$ cat src/rtl/mat_pkg.sv
// Shared definitions for the matrix-multiplier stream host.
// - ELEM_W       : width of one stream word (one IEEE-754 double)
// - mat_words(n) : number of 64-bit words in one complex n x n matrix
// - host_state_t : host FSM state encoding
package mat_pkg;

  localparam int ELEM_W = 64;

  typedef enum logic [2:0] {
    ST_IDLE,
    ST_LOAD,
    ST_ISSUE_V,
    ST_ISSUE_S1,
    ST_ISSUE_S2,
    ST_WAIT,
    ST_DRAIN
  } host_state_t;

  // A complex n x n matrix is n*n real words followed by n*n imag words.
  function automatic int mat_words(input int n);
    return 2 * n * n;
  endfunction

endpackage

$ cat src/rtl/mat_mult_stream_host_if.sv
// Bundle of the host's stream and multiplier-side signals.
// - in_*      : operand word stream into the host
// - out_*     : result word stream out of the host
// - mm_*      : parallel buses and handshake to/from mat_mult_complex
// - busy, err_len, err_timeout : status
// The slave modport is the host's view; master is the environment's view.
interface mat_mult_stream_host_if #(
  parameter int mat_num_row = 2
);
  import mat_pkg::*;

  localparam int BUS_W = ELEM_W * mat_words(mat_num_row);

  logic [ELEM_W-1:0] in_data;
  logic              in_valid;
  logic              in_last;
  logic              in_ready;
  logic [ELEM_W-1:0] out_data;
  logic              out_valid;
  logic              out_last;
  logic              out_ready;
  logic [BUS_W-1:0]  mm_mat_a;
  logic [BUS_W-1:0]  mm_mat_b;
  logic              mm_valid;
  logic              mm_start;
  logic [BUS_W-1:0]  mm_mat_out;
  logic              mm_done;
  logic              busy;
  logic              err_len;
  logic              err_timeout;

  modport slave (
    input  in_data, in_valid, in_last, out_ready, mm_mat_out, mm_done,
    output in_ready, out_data, out_valid, out_last,
           mm_mat_a, mm_mat_b, mm_valid, mm_start,
           busy, err_len, err_timeout
  );

  modport master (
    output in_data, in_valid, in_last, out_ready, mm_mat_out, mm_done,
    input  in_ready, out_data, out_valid, out_last,
           mm_mat_a, mm_mat_b, mm_valid, mm_start,
           busy, err_len, err_timeout
  );

endinterface

$ cat src/rtl/mat_word_serializer.sv
// Holds one captured result matrix and streams it out word by word.
// - load/load_data : capture a result and start presenting word 0 next cycle
// - out_data/out_valid/out_last/out_ready : valid/ready result stream
// - drained        : one-cycle pulse, high during the final word's handshake
module mat_word_serializer
  import mat_pkg::*;
#(
  parameter  int mat_num_row = 2,
  localparam int RES_WORDS   = mat_words(mat_num_row),
  localparam int BUS_W       = ELEM_W * RES_WORDS,
  localparam int IDX_W       = $clog2(RES_WORDS + 1)
) (
  input  logic              clk,
  input  logic              rst,
  input  logic              load,
  input  logic [BUS_W-1:0]  load_data,
  output logic [ELEM_W-1:0] out_data,
  output logic              out_valid,
  output logic              out_last,
  input  logic              out_ready,
  output logic              drained
);

  logic [BUS_W-1:0] buf_reg;
  logic [IDX_W-1:0] idx_reg;
  logic             valid_reg;
  logic             last_word;
  logic             handshake;

  assign last_word = (idx_reg == IDX_W'(RES_WORDS - 1));
  assign handshake = valid_reg && out_ready;

  always_ff @(posedge clk or posedge rst) begin
    if (rst) begin
      buf_reg   <= '0;
      idx_reg   <= '0;
      valid_reg <= 1'b0;
    end else if (load) begin
      buf_reg   <= load_data;
      idx_reg   <= '0;
      valid_reg <= 1'b1;
    end else if (handshake) begin
      if (last_word) begin
        valid_reg <= 1'b0;
        idx_reg   <= '0;
      end else begin
        idx_reg   <= idx_reg + 1'b1;
      end
    end
  end

  // Data and last are pure functions of registers, so they hold while stalled.
  assign out_data  = buf_reg[int'(idx_reg) * ELEM_W +: ELEM_W];
  assign out_valid = valid_reg;
  assign out_last  = valid_reg && last_word;
  assign drained   = handshake && last_word;

endmodule

$ cat src/rtl/mat_mult_stream_host.sv
// Stream-side host for mat_mult_complex.
// - clk, rst : clock and asynchronous active-high reset (shared with multiplier)
// - bus      : operand stream in, result stream out, multiplier buses and
//              valid/start/done handshake, busy and error pulses
// Operand words 0..4N^2-1 fill {mm_mat_b, mm_mat_a}; the multiplier is then
// kicked with valid -> valid+start -> start, and the captured result is
// streamed out as 2N^2 words.
module mat_mult_stream_host
  import mat_pkg::*;
#(
  parameter int mat_num_row = 2,
  parameter int TIMEOUT_CYC = 4096
) (
  input logic                  clk,
  input logic                  rst,
  mat_mult_stream_host_if.slave bus
);

  localparam int RES_WORDS  = mat_words(mat_num_row);
  localparam int LOAD_WORDS = 2 * RES_WORDS;
  localparam int BUS_W      = ELEM_W * RES_WORDS;
  localparam int LOAD_W     = $clog2(LOAD_WORDS + 1);
  localparam int TMO_W      = $clog2(TIMEOUT_CYC + 1);

  host_state_t       state_reg, state_next;
  logic [LOAD_W-1:0] load_idx_reg, load_idx_next;
  logic [TMO_W-1:0]  wait_cnt_reg, wait_cnt_next;
  logic              err_len_reg, err_len_next;
  logic              err_timeout_reg, err_timeout_next;
  logic [ELEM_W-1:0] operand_reg [LOAD_WORDS];

  logic in_ready;
  logic accept;
  logic last_beat;
  logic mm_valid_c;
  logic mm_start_c;
  logic ser_load;
  logic drained;

  // Gate with rst so the stream is refused for the whole reset interval.
  assign in_ready  = !rst && (state_reg == ST_IDLE || state_reg == ST_LOAD);
  assign accept    = bus.in_valid && in_ready;
  assign last_beat = (load_idx_reg == LOAD_W'(LOAD_WORDS - 1));

  always_ff @(posedge clk or posedge rst) begin
    if (rst) begin
      state_reg       <= ST_IDLE;
      load_idx_reg    <= '0;
      wait_cnt_reg    <= '0;
      err_len_reg     <= 1'b0;
      err_timeout_reg <= 1'b0;
    end else begin
      state_reg       <= state_next;
      load_idx_reg    <= load_idx_next;
      wait_cnt_reg    <= wait_cnt_next;
      err_len_reg     <= err_len_next;
      err_timeout_reg <= err_timeout_next;
    end
  end

  // Operand words are only written on accepted beats, so the multiplier
  // inputs stay frozen from the end of LOAD through DRAIN.
  always_ff @(posedge clk or posedge rst) begin
    if (rst) begin
      for (int i = 0; i < LOAD_WORDS; i++) operand_reg[i] <= '0;
    end else if (accept) begin
      for (int i = 0; i < LOAD_WORDS; i++) begin
        if (load_idx_reg == LOAD_W'(i)) operand_reg[i] <= bus.in_data;
      end
    end
  end

  always_comb begin
    state_next       = state_reg;
    load_idx_next    = load_idx_reg;
    wait_cnt_next    = wait_cnt_reg;
    err_len_next     = 1'b0;
    err_timeout_next = 1'b0;
    mm_valid_c       = 1'b0;
    mm_start_c       = 1'b0;
    ser_load         = 1'b0;
    case (state_reg)
      ST_IDLE, ST_LOAD: begin
        if (accept) begin
          if (bus.in_last && !last_beat) begin
            // Short job: drop it without touching the multiplier.
            err_len_next  = 1'b1;
            load_idx_next = '0;
            state_next    = ST_IDLE;
          end else if (last_beat) begin
            // Missing in_last is flagged but the full job still runs.
            err_len_next  = !bus.in_last;
            load_idx_next = '0;
            state_next    = ST_ISSUE_V;
          end else begin
            load_idx_next = load_idx_reg + 1'b1;
            state_next    = ST_LOAD;
          end
        end
      end
      ST_ISSUE_V: begin
        mm_valid_c = 1'b1;
        state_next = ST_ISSUE_S1;
      end
      ST_ISSUE_S1: begin
        mm_valid_c = 1'b1;
        mm_start_c = 1'b1;
        state_next = ST_ISSUE_S2;
      end
      ST_ISSUE_S2: begin
        mm_start_c    = 1'b1;
        wait_cnt_next = '0;
        state_next    = ST_WAIT;
      end
      ST_WAIT: begin
        if (bus.mm_done) begin
          ser_load   = 1'b1;
          state_next = ST_DRAIN;
        end else if (wait_cnt_reg + 1'b1 == TMO_W'(TIMEOUT_CYC)) begin
          err_timeout_next = 1'b1;
          wait_cnt_next    = '0;
          state_next       = ST_IDLE;
        end else begin
          wait_cnt_next = wait_cnt_reg + 1'b1;
        end
      end
      ST_DRAIN: begin
        if (drained) state_next = ST_IDLE;
      end
      default: state_next = ST_IDLE;
    endcase
  end

  mat_word_serializer #(
    .mat_num_row (mat_num_row)
  ) u_serializer (
    .clk       (clk),
    .rst       (rst),
    .load      (ser_load),
    .load_data (bus.mm_mat_out),
    .out_data  (bus.out_data),
    .out_valid (bus.out_valid),
    .out_last  (bus.out_last),
    .out_ready (bus.out_ready),
    .drained   (drained)
  );

  for (genvar gi = 0; gi < RES_WORDS; gi++) begin : g_flatten
    assign bus.mm_mat_a[gi*ELEM_W +: ELEM_W] = operand_reg[gi];
    assign bus.mm_mat_b[gi*ELEM_W +: ELEM_W] = operand_reg[RES_WORDS + gi];
  end

  assign bus.in_ready    = in_ready;
  assign bus.mm_valid    = mm_valid_c;
  assign bus.mm_start    = mm_start_c;
  assign bus.busy        = (state_reg != ST_IDLE);
  assign bus.err_len     = err_len_reg;
  assign bus.err_timeout = err_timeout_reg;

endmodule
$ cat src/flat_wrapper.sv
// flat-port wrapper written by rule: the top's interface ports become plain ports
module mat_mult_stream_host_flat import mat_pkg::*;
#(
  parameter int mat_num_row = 2,
  parameter int TIMEOUT_CYC = 4096
)
  (clk, rst, bus_in_data, bus_in_valid, bus_in_last, bus_out_ready, bus_mm_mat_out, bus_mm_done, bus_in_ready, bus_out_data, bus_out_valid, bus_out_last, bus_mm_mat_a, bus_mm_mat_b, bus_mm_valid, bus_mm_start, bus_busy, bus_err_len, bus_err_timeout);
  mat_mult_stream_host_if #(.mat_num_row(mat_num_row)) bus_i ();
  input logic clk;
  input logic rst;
  input wire logic [$bits(bus_i.in_data)-1:0] bus_in_data;
  input wire logic [$bits(bus_i.in_valid)-1:0] bus_in_valid;
  input wire logic [$bits(bus_i.in_last)-1:0] bus_in_last;
  input wire logic [$bits(bus_i.out_ready)-1:0] bus_out_ready;
  input wire logic [$bits(bus_i.mm_mat_out)-1:0] bus_mm_mat_out;
  input wire logic [$bits(bus_i.mm_done)-1:0] bus_mm_done;
  output wire logic [$bits(bus_i.in_ready)-1:0] bus_in_ready;
  output wire logic [$bits(bus_i.out_data)-1:0] bus_out_data;
  output wire logic [$bits(bus_i.out_valid)-1:0] bus_out_valid;
  output wire logic [$bits(bus_i.out_last)-1:0] bus_out_last;
  output wire logic [$bits(bus_i.mm_mat_a)-1:0] bus_mm_mat_a;
  output wire logic [$bits(bus_i.mm_mat_b)-1:0] bus_mm_mat_b;
  output wire logic [$bits(bus_i.mm_valid)-1:0] bus_mm_valid;
  output wire logic [$bits(bus_i.mm_start)-1:0] bus_mm_start;
  output wire logic [$bits(bus_i.busy)-1:0] bus_busy;
  output wire logic [$bits(bus_i.err_len)-1:0] bus_err_len;
  output wire logic [$bits(bus_i.err_timeout)-1:0] bus_err_timeout;
  assign bus_i.in_data = bus_in_data;
  assign bus_i.in_valid = bus_in_valid;
  assign bus_i.in_last = bus_in_last;
  assign bus_i.out_ready = bus_out_ready;
  assign bus_i.mm_mat_out = bus_mm_mat_out;
  assign bus_i.mm_done = bus_mm_done;
  assign bus_in_ready = bus_i.in_ready;
  assign bus_out_data = bus_i.out_data;
  assign bus_out_valid = bus_i.out_valid;
  assign bus_out_last = bus_i.out_last;
  assign bus_mm_mat_a = bus_i.mm_mat_a;
  assign bus_mm_mat_b = bus_i.mm_mat_b;
  assign bus_mm_valid = bus_i.mm_valid;
  assign bus_mm_start = bus_i.mm_start;
  assign bus_busy = bus_i.busy;
  assign bus_err_len = bus_i.err_len;
  assign bus_err_timeout = bus_i.err_timeout;
  mat_mult_stream_host #(.mat_num_row(mat_num_row), .TIMEOUT_CYC(TIMEOUT_CYC)) u_core (.clk(clk), .rst(rst), .bus(bus_i));
endmodule
$ cat config.mk
export PLATFORM = sky130hd
export DESIGN_NAME = mat_mult_stream_host_flat
export DESIGN_NICKNAME = d
export VERILOG_FILES = /design/src/rtl/mat_pkg.sv /design/src/rtl/mat_mult_stream_host_if.sv /design/src/rtl/mat_word_serializer.sv /design/src/rtl/mat_mult_stream_host.sv /design/src/flat_wrapper.sv
export SDC_FILE = /design/constraint.sdc
export NUM_CORES = 2
export LEC_CHECK = 0
export BUFFER_PORTS_ARGS = -buffer_cell sky130_fd_sc_hd__buf_2
export CAP_MARGIN = 10
export CORE_AREA = 2 2 646 648
export DETAILED_ROUTE_END_ITERATION = 8
export DIE_AREA = 0 0 648 650
export HOLD_SLACK_MARGIN = 0.06
export MAX_ROUTING_LAYER = met4
export PLACE_DENSITY = 0.35
export SLEW_MARGIN = 20
export SYNTH_ARGS = -nofsm -noshare
export SYNTH_HDL_FRONTEND = slang
export SYNTH_SLANG_ARGS = --single-unit
$ cat constraint.sdc
create_clock -name clk -period 65.3 [get_ports clk]
set_input_delay 6.53 -clock clk [delete_from_list [all_inputs] [get_ports clk]]
set_output_delay 6.53 -clock clk [all_outputs]
set_load 0.02 [all_outputs]
Word-level counts from Yosys, hierarchy flattened
Cells that the tools add are included.
Widths: inputs -> output; s select.
{"block": "totals", "ff_bits": 1564, "latch_bits": 0, "ramBits": 0, "mem_bits_ro": 0, "input_bits": 582, "output_inout_bits": 1096, "elab_cells": 123, "memories": 0}
{"block": "classes", "addsub": 3, "multipliers": 0, "n_div": 0, "order_cmp": 0, "n_eq_ne": 27, "shifts": 1, "n_mux": 29, "n_bitwise": 0, "reduce_logical": 39}
{"op": "$shiftx 512x11->64", "count": 1}
{"op": "$eq 5x4->1 const B", "count": 8}
{"op": "$reduce_and 2->1", "count": 19}
{"op": "$mux 13", "count": 2}
{"op": "$pmux 13 s2", "count": 1}
{"op": "$eq 5x3->1 const B", "count": 4}
{"op": "$pmux 3 s6", "count": 1}
{"op": "$mux 3", "count": 5}
{"op": "$mux 1", "count": 14}
{"op": "$add 13x1->13 const B", "count": 1}
{"op": "$eq 13x13->1 const B", "count": 1}
{"op": "$mux 4", "count": 3}
{"op": "$eq 5x2->1 const B", "count": 2}
{"op": "$mux 5", "count": 2}
{"op": "$eq 3x3->1 const B", "count": 3}
{"op": "$eq 3x2->1 const B", "count": 2}
{"op": "$logic_and 1x1->1", "count": 6}
{"op": "$reduce_bool 2->1", "count": 3}
{"op": "$reduce_or 2->1", "count": 3}
{"op": "$add 5x1->5 const B", "count": 1}
{"op": "$eq 5x1->1 const B", "count": 1}
{"op": "$logic_not 5->1", "count": 1}
{"op": "$add 4x1->4 const B", "count": 1}
{"op": "$eq 4x3->1 const B", "count": 1}
{"op": "other kinds (10)", "count": 13}

Longest topological paths before layout
{"block": "logic_depth", "ltp_word": 6, "ltp_mapped": 9, "depth_no_buf": 7}

Hierarchy
From an unflattened synthesis, not the netlist that was laid out.
{"block": "unflattened", "hier_cells": 3814, "area_unflattened_um2": 63297.0}
{"module": "mat_mult_stream_host", "instances": 1, "cells_per_inst": 2407, "area_each_um2": 40079.7, "seq_area_each_um2": 26200.1}
{"module": "mat_word_serializer", "instances": 1, "cells_per_inst": 1407, "area_each_um2": 23217.3, "seq_area_each_um2": 12937.4}

Worst setup path after synthesis
OpenSTA, ideal clock, no wires.
{"block": "synth_path", "path_kind": "input -> output", "start": "input port rst", "end": "output port bus_in_ready", "arrival_ps": 6791, "required_ps": 58770, "setup_slack_ps": 51979, "cell_stages": 1, "n_path_buf": 0, "path_cell_list": "nor3_4"}
{"block": "synth_between", "elab_chain_cells": 2}
{"element": "from (decl)", "line_no": "flat_wrapper.sv:10", "source": "input logic rst;"}
{"element": "$logic_not 1->1 (no source line)"}
{"element": "$logic_and 1x1->1", "line_no": "mat_mult_stream_host.sv:41", "source": "assign in_ready = !rst && (state_reg == ST_IDLE || state_reg == ST_LOAD);"}
{"element": "to (decl)", "line_no": "flat_wrapper.sv:17", "source": "output wire logic [$bits(bus_i.in_ready)-1:0] bus_in_ready;"}
Every way passes these cells.

Final worst setup path
Ends and elaborated chain as after synthesis.

==> run_summary.xml <==
<?xml version="1.0" encoding="UTF-8"?>
<metrics>
  <group name="timing">
    <metric name="tns" unit="ns">0</metric>
    <metric name="clock_skew" unit="ns">0.109</metric>
    <metric name="post-route-min-period" unit="ns">13.95</metric>
    <metric name="slew_viol_final" unit="">0</metric>
    <metric name="fmax" unit="MHz">71.7</metric>
    <metric name="final-hold-violation-count" unit="">0</metric>
    <metric name="relSlewSlack" unit="">0.118</metric>
    <metric name="unrepaired_setup_endpoints_after_global_routing" unit="">false</metric>
    <metric name="fin_crit_sh" unit="">0.214</metric>
    <metric name="tightest_slew" unit="ns">1.29</metric>
    <metric name="setup_violations" unit="">0</metric>
    <metric name="fin_worst_hold_slack" unit="ns">0.472</metric>
  </group>
  <group name="finish">
    <metric name="finish.instance_area" unit="um^2">84200</metric>
    <metric name="mostFrequentLayoutCells" unit="">1,677 x buf_2, 1,574 x nand2_1, 1,560 x dfrtp_1, 960 x mux2_2, 199 x clkbuf_16</metric>
    <metric name="drive_gt1_frac" unit="">0.477</metric>
    <metric name="mostFrequentLayoutCell" unit="">buf_2</metric>
    <metric name="areaGrowthSynthToFinish" unit="%">33.2</metric>
    <metric name="finish.net_count" unit="">7105</metric>
  </group>
  <group name="placement">
    <metric name="place.detailed.hpwl" unit="mm">225</metric>
    <metric name="place.gp.congestion" unit="">0.823</metric>
    <metric name="post_dp_cell_area" unit="um^2">77400</metric>
    <metric name="io_buffers" unit="">1677</metric>
  </group>
  <group name="global_routing">
    <metric name="grt_remaining_overflow" unit="">0</metric>
    <metric name="grt_pass1_vias" unit="">48200</metric>
    <metric name="maximum_number_of_pins_on_one_net_before_global_route_repair" unit="">193</metric>
    <metric name="track_usage" unit="">0.146</metric>
    <metric name="antenna_found_initial" unit="">120</metric>
    <metric name="global_route_wire_length_before_repair" unit="mm">416</metric>
  </group>
  <group name="clock_network">
    <metric name="insertion_delay" unit="ns">0.92</metric>
    <metric name="ctsRootBufferMaster" unit="">clkbuf_16</metric>
    <metric name="clock_sink_count" unit="">1564</metric>
    <metric name="cts_tree" unit="">built</metric>
    <metric name="clock_tree.htree_level_count" unit="">4</metric>
    <metric name="post_cts_buffers" unit="">0</metric>
    <metric name="clk_pin_slew_worst_paths" unit="ns">0.05</metric>
    <metric name="cts-resized-gates" unit="">0</metric>
    <metric name="cts-buffers-inserted" unit="">198</metric>
    <metric name="cts_max_path_buffers" unit="">4</metric>
    <metric name="cts_hold_repair.buffers" unit="">0</metric>
  </group>
  <group name="yosys">
    <metric name="post_synth.cell_area_avg" unit="um^2">12.9</metric>
    <metric name="ys_seq_elements" unit="">1564</metric>
    <metric name="synth_nets" unit="">5492</metric>
    <metric name="post_synth_inst_count" unit="">4902</metric>
    <metric name="asyncSetResetFlopFracSynth" unit="">1.00</metric>
    <metric name="number_of_enable_flip_flop_cells_after_synthesis" unit="">0</metric>
    <metric name="yosysUniqueCellTypes" unit="">53</metric>
    <metric name="synthesis.yosys.warnings" unit="">0</metric>
    <metric name="synth.yosys.seq_area_share" unit="">0.619</metric>
    <metric name="mappedNetlistArea" unit="um^2">63200</metric>
    <metric name="synth-main-ff-cell" unit="">dfrtp_1</metric>
  </group>
  <group name="drt">
    <metric name="met2_length" unit="mm">160</metric>
    <metric name="viasPerCell" unit="">3.71</metric>
    <metric name="detail_route.iter0.violations" unit="">2577</metric>
    <metric name="route.vias.total" unit="">45400</metric>
    <metric name="top_signal_layer_used" unit="">met4</metric>
    <metric name="met1_length" unit="mm">112</metric>
    <metric name="routed_wire_length_per_instance" unit="um">25.2</metric>
    <metric name="wl_met3" unit="mm">23.2</metric>
    <metric name="postRouteWirelength" unit="mm">308</metric>
    <metric name="drt-pass1-iter-count" unit="">5</metric>
    <metric name="ant_nets" unit="">0</metric>
    <metric name="remaining_drc_errors" unit="">0</metric>
  </group>
  <group name="worst_setup_path">
    <metric name="regToRegEndpoint" unit="">u_core.bus.mm_mat_b[293]</metric>
    <metric name="critPathMostFrequentCell" unit="">buf_2</metric>
    <metric name="critPathMaxFanout" unit="">4</metric>
    <metric name="r2r-start" unit="">u_core.state_reg[1]</metric>
    <metric name="required" unit="ns">58.77</metric>
    <metric name="worst_setup_path_end_kind" unit="">output pin</metric>
    <metric name="path_cells" unit="">buf_2 &gt; nor3_4 &gt; buf_2</metric>
    <metric name="arrival" unit="ns">7.42</metric>
    <metric name="path_class" unit="">in2out</metric>
    <metric name="worst_setup_sp_type" unit="">primary input</metric>
    <metric name="timing.reg2reg.setup_slack" unit="ns">60.80</metric>
    <metric name="crit_path_top_delay_cell" unit="">nor3_4</metric>
    <metric name="critPathMaxStageDelay" unit="ns">0.37</metric>
    <metric name="worst_r2r_path_depth" unit="">8</metric>
  </group>
  <group name="power_and_ir_drop">
    <metric name="vdd_drop_max" unit="mV">0.0243</metric>
    <metric name="switching_share" unit="">0.369</metric>
    <metric name="switchingPower" unit="mW">1.32</metric>
    <metric name="pwr-share-comb" unit="">0.303</metric>
    <metric name="internal_power" unit="mW">2.26</metric>
    <metric name="p_per_area" unit="nW/um^2">42.4</metric>
    <metric name="total_leakage_power" unit="nW">44.3</metric>
    <metric name="power_frac_seq" unit="">0.382</metric>
    <metric name="clock_power_share" unit="">0.315</metric>
  </group>
  <group name="status">
    <metric name="run_status" unit="">finished clean</metric>
  </group>
  <group name="die">
    <metric name="coreArea" unit="um^2">415000</metric>
    <metric name="die-width" unit="um">648</metric>
    <metric name="die_h" unit="um">650</metric>
    <metric name="rows" unit="">237</metric>
    <metric name="number_of_i_o_pins" unit="">1678</metric>
    <metric name="floorplan.die_area" unit="um^2">421000</metric>
    <metric name="floorplan.initialDensity" unit="">0.152</metric>
  </group>
  <group name="min_path">
    <metric name="whs_path_cells" unit="">2</metric>
    <metric name="hp-start" unit="">u_core.u_serializer.buf_reg[128]</metric>
    <metric name="worst_hold_path_type" unit="">reg2reg</metric>
    <metric name="min_to" unit="">u_core.u_serializer.buf_reg[128]</metric>
  </group>
  <group name="job">
    <metric name="cap_violations" unit="">0</metric>
  </group>
</metrics>
synthesized netlist by cell type (7+ instances only):
cell type  number  area, um^2
a31oi_1         7        43.8
buf_1          26        97.6
buf_2          37         185
buf_6          56         631
clkbuf_1      208         781
dfrtp_1      1564       39100
ha_1            8         100
mux2_1         64         721
mux2_2        960       10800
mux2i_1        65         651
mux4_2        128        2880
nand2_1      1574        5910
nand3_1        10        50.1
nand3_4         9         158
nor2_1         83         312
nor3_1          7        35.0
o21ai_0        16        80.1
through the flow:
step | util | total power [mW] | std cells | setup slack (ns)
floorplan | - | 1.99 | 4902 | 14.64
CTS | 0.202 | 3.66 | 12200 | 51.18
global placement | 0.187 | 2.49 | 11800 | 51.19
detailed placement | 0.187 | 2.50 | 11800 | 51.18
finish | 0.203 | 3.57 | 12200 | 51.35
global route | 0.203 | 3.78 | 12200 | 51.19
power by group through the flow:
| stage | combinational, mW | sequential, mW | clock [mW] |
|---|---|---|---|
| after CTS | 1.12 | 1.37 | 1.17 |
| after detailed placement | 1.12 | 1.38 | 0 |
| final | 1.08 | 1.37 | 1.13 |
| after floorplan | 0.548 | 1.44 | 0 |
| after global routing | 1.17 | 1.39 | 1.21 |
| after global placement | 1.11 | 1.37 | 0 |
cells by family (layout without fill, tap and decap cells):
| logic type | after synthesis | in the layout | synth area share |
|---|---|---|---|
| AOI/OAI and AO/OA | 44 | 44 | 0.00448 |
| xor gates and xnor gates | 3 | 3 | 0.000416 |
| adders and majority gates | 8 | 8 | 0.00158 |
| buffers and inverters | 339 | 2107 | 0.0278 |
| DFF | 1564 | 1564 | 0.619 |
| muxes | 1217 | 1217 | 0.238 |
| other | 0 | 74 | 0 |
| and+or+nand+nor | 1727 | 1727 | 0.108 |
routing by layer:
metal,vias to the layer above,global-route usage
li1,19700,-
met1,23600,0.150
met2,1584,0.259
met3,478,0.0463
met4,0,0.0517
met5,-,-
critical path: cells and delay by family:
kind	cells	cell delay (ns)
buffers and inverters	2	0.49
AND/OR/NAND/NOR	1	0.37
worst max path at each step:
stage / startpoint / endpoint / slack, ns
4_1_cts: rst / bus_in_ready / 51.18
3_3_place_gp: rst / bus_in_ready / 51.19
5_1_grt: rst / bus_in_ready / 51.19
2_1_floorplan: rst / u_core.bus.err_len / 14.64
6_report: rst / bus_in_ready / 51.35
3_5_place_dp: rst / bus_in_ready / 51.18
final cells by class:
| class | instances | area [um^2] |
|---|---|---|
| Fill cell | 45300 | 331000 |
| Sequential cell | 1564 | 39200 |
| Multi-Input combinational cell | 2999 | 22400 |
| Timing Repair Buffer | 1746 | 9030 |
| Tap cell | 5497 | 6880 |
| Clock buffer | 293 | 5830 |
| Clock inverter | 62 | 722 |
| Antenna cell | 74 | 185 |
| Inverter | 6 | 30.0 |
(Power assumes the default switching activity.)
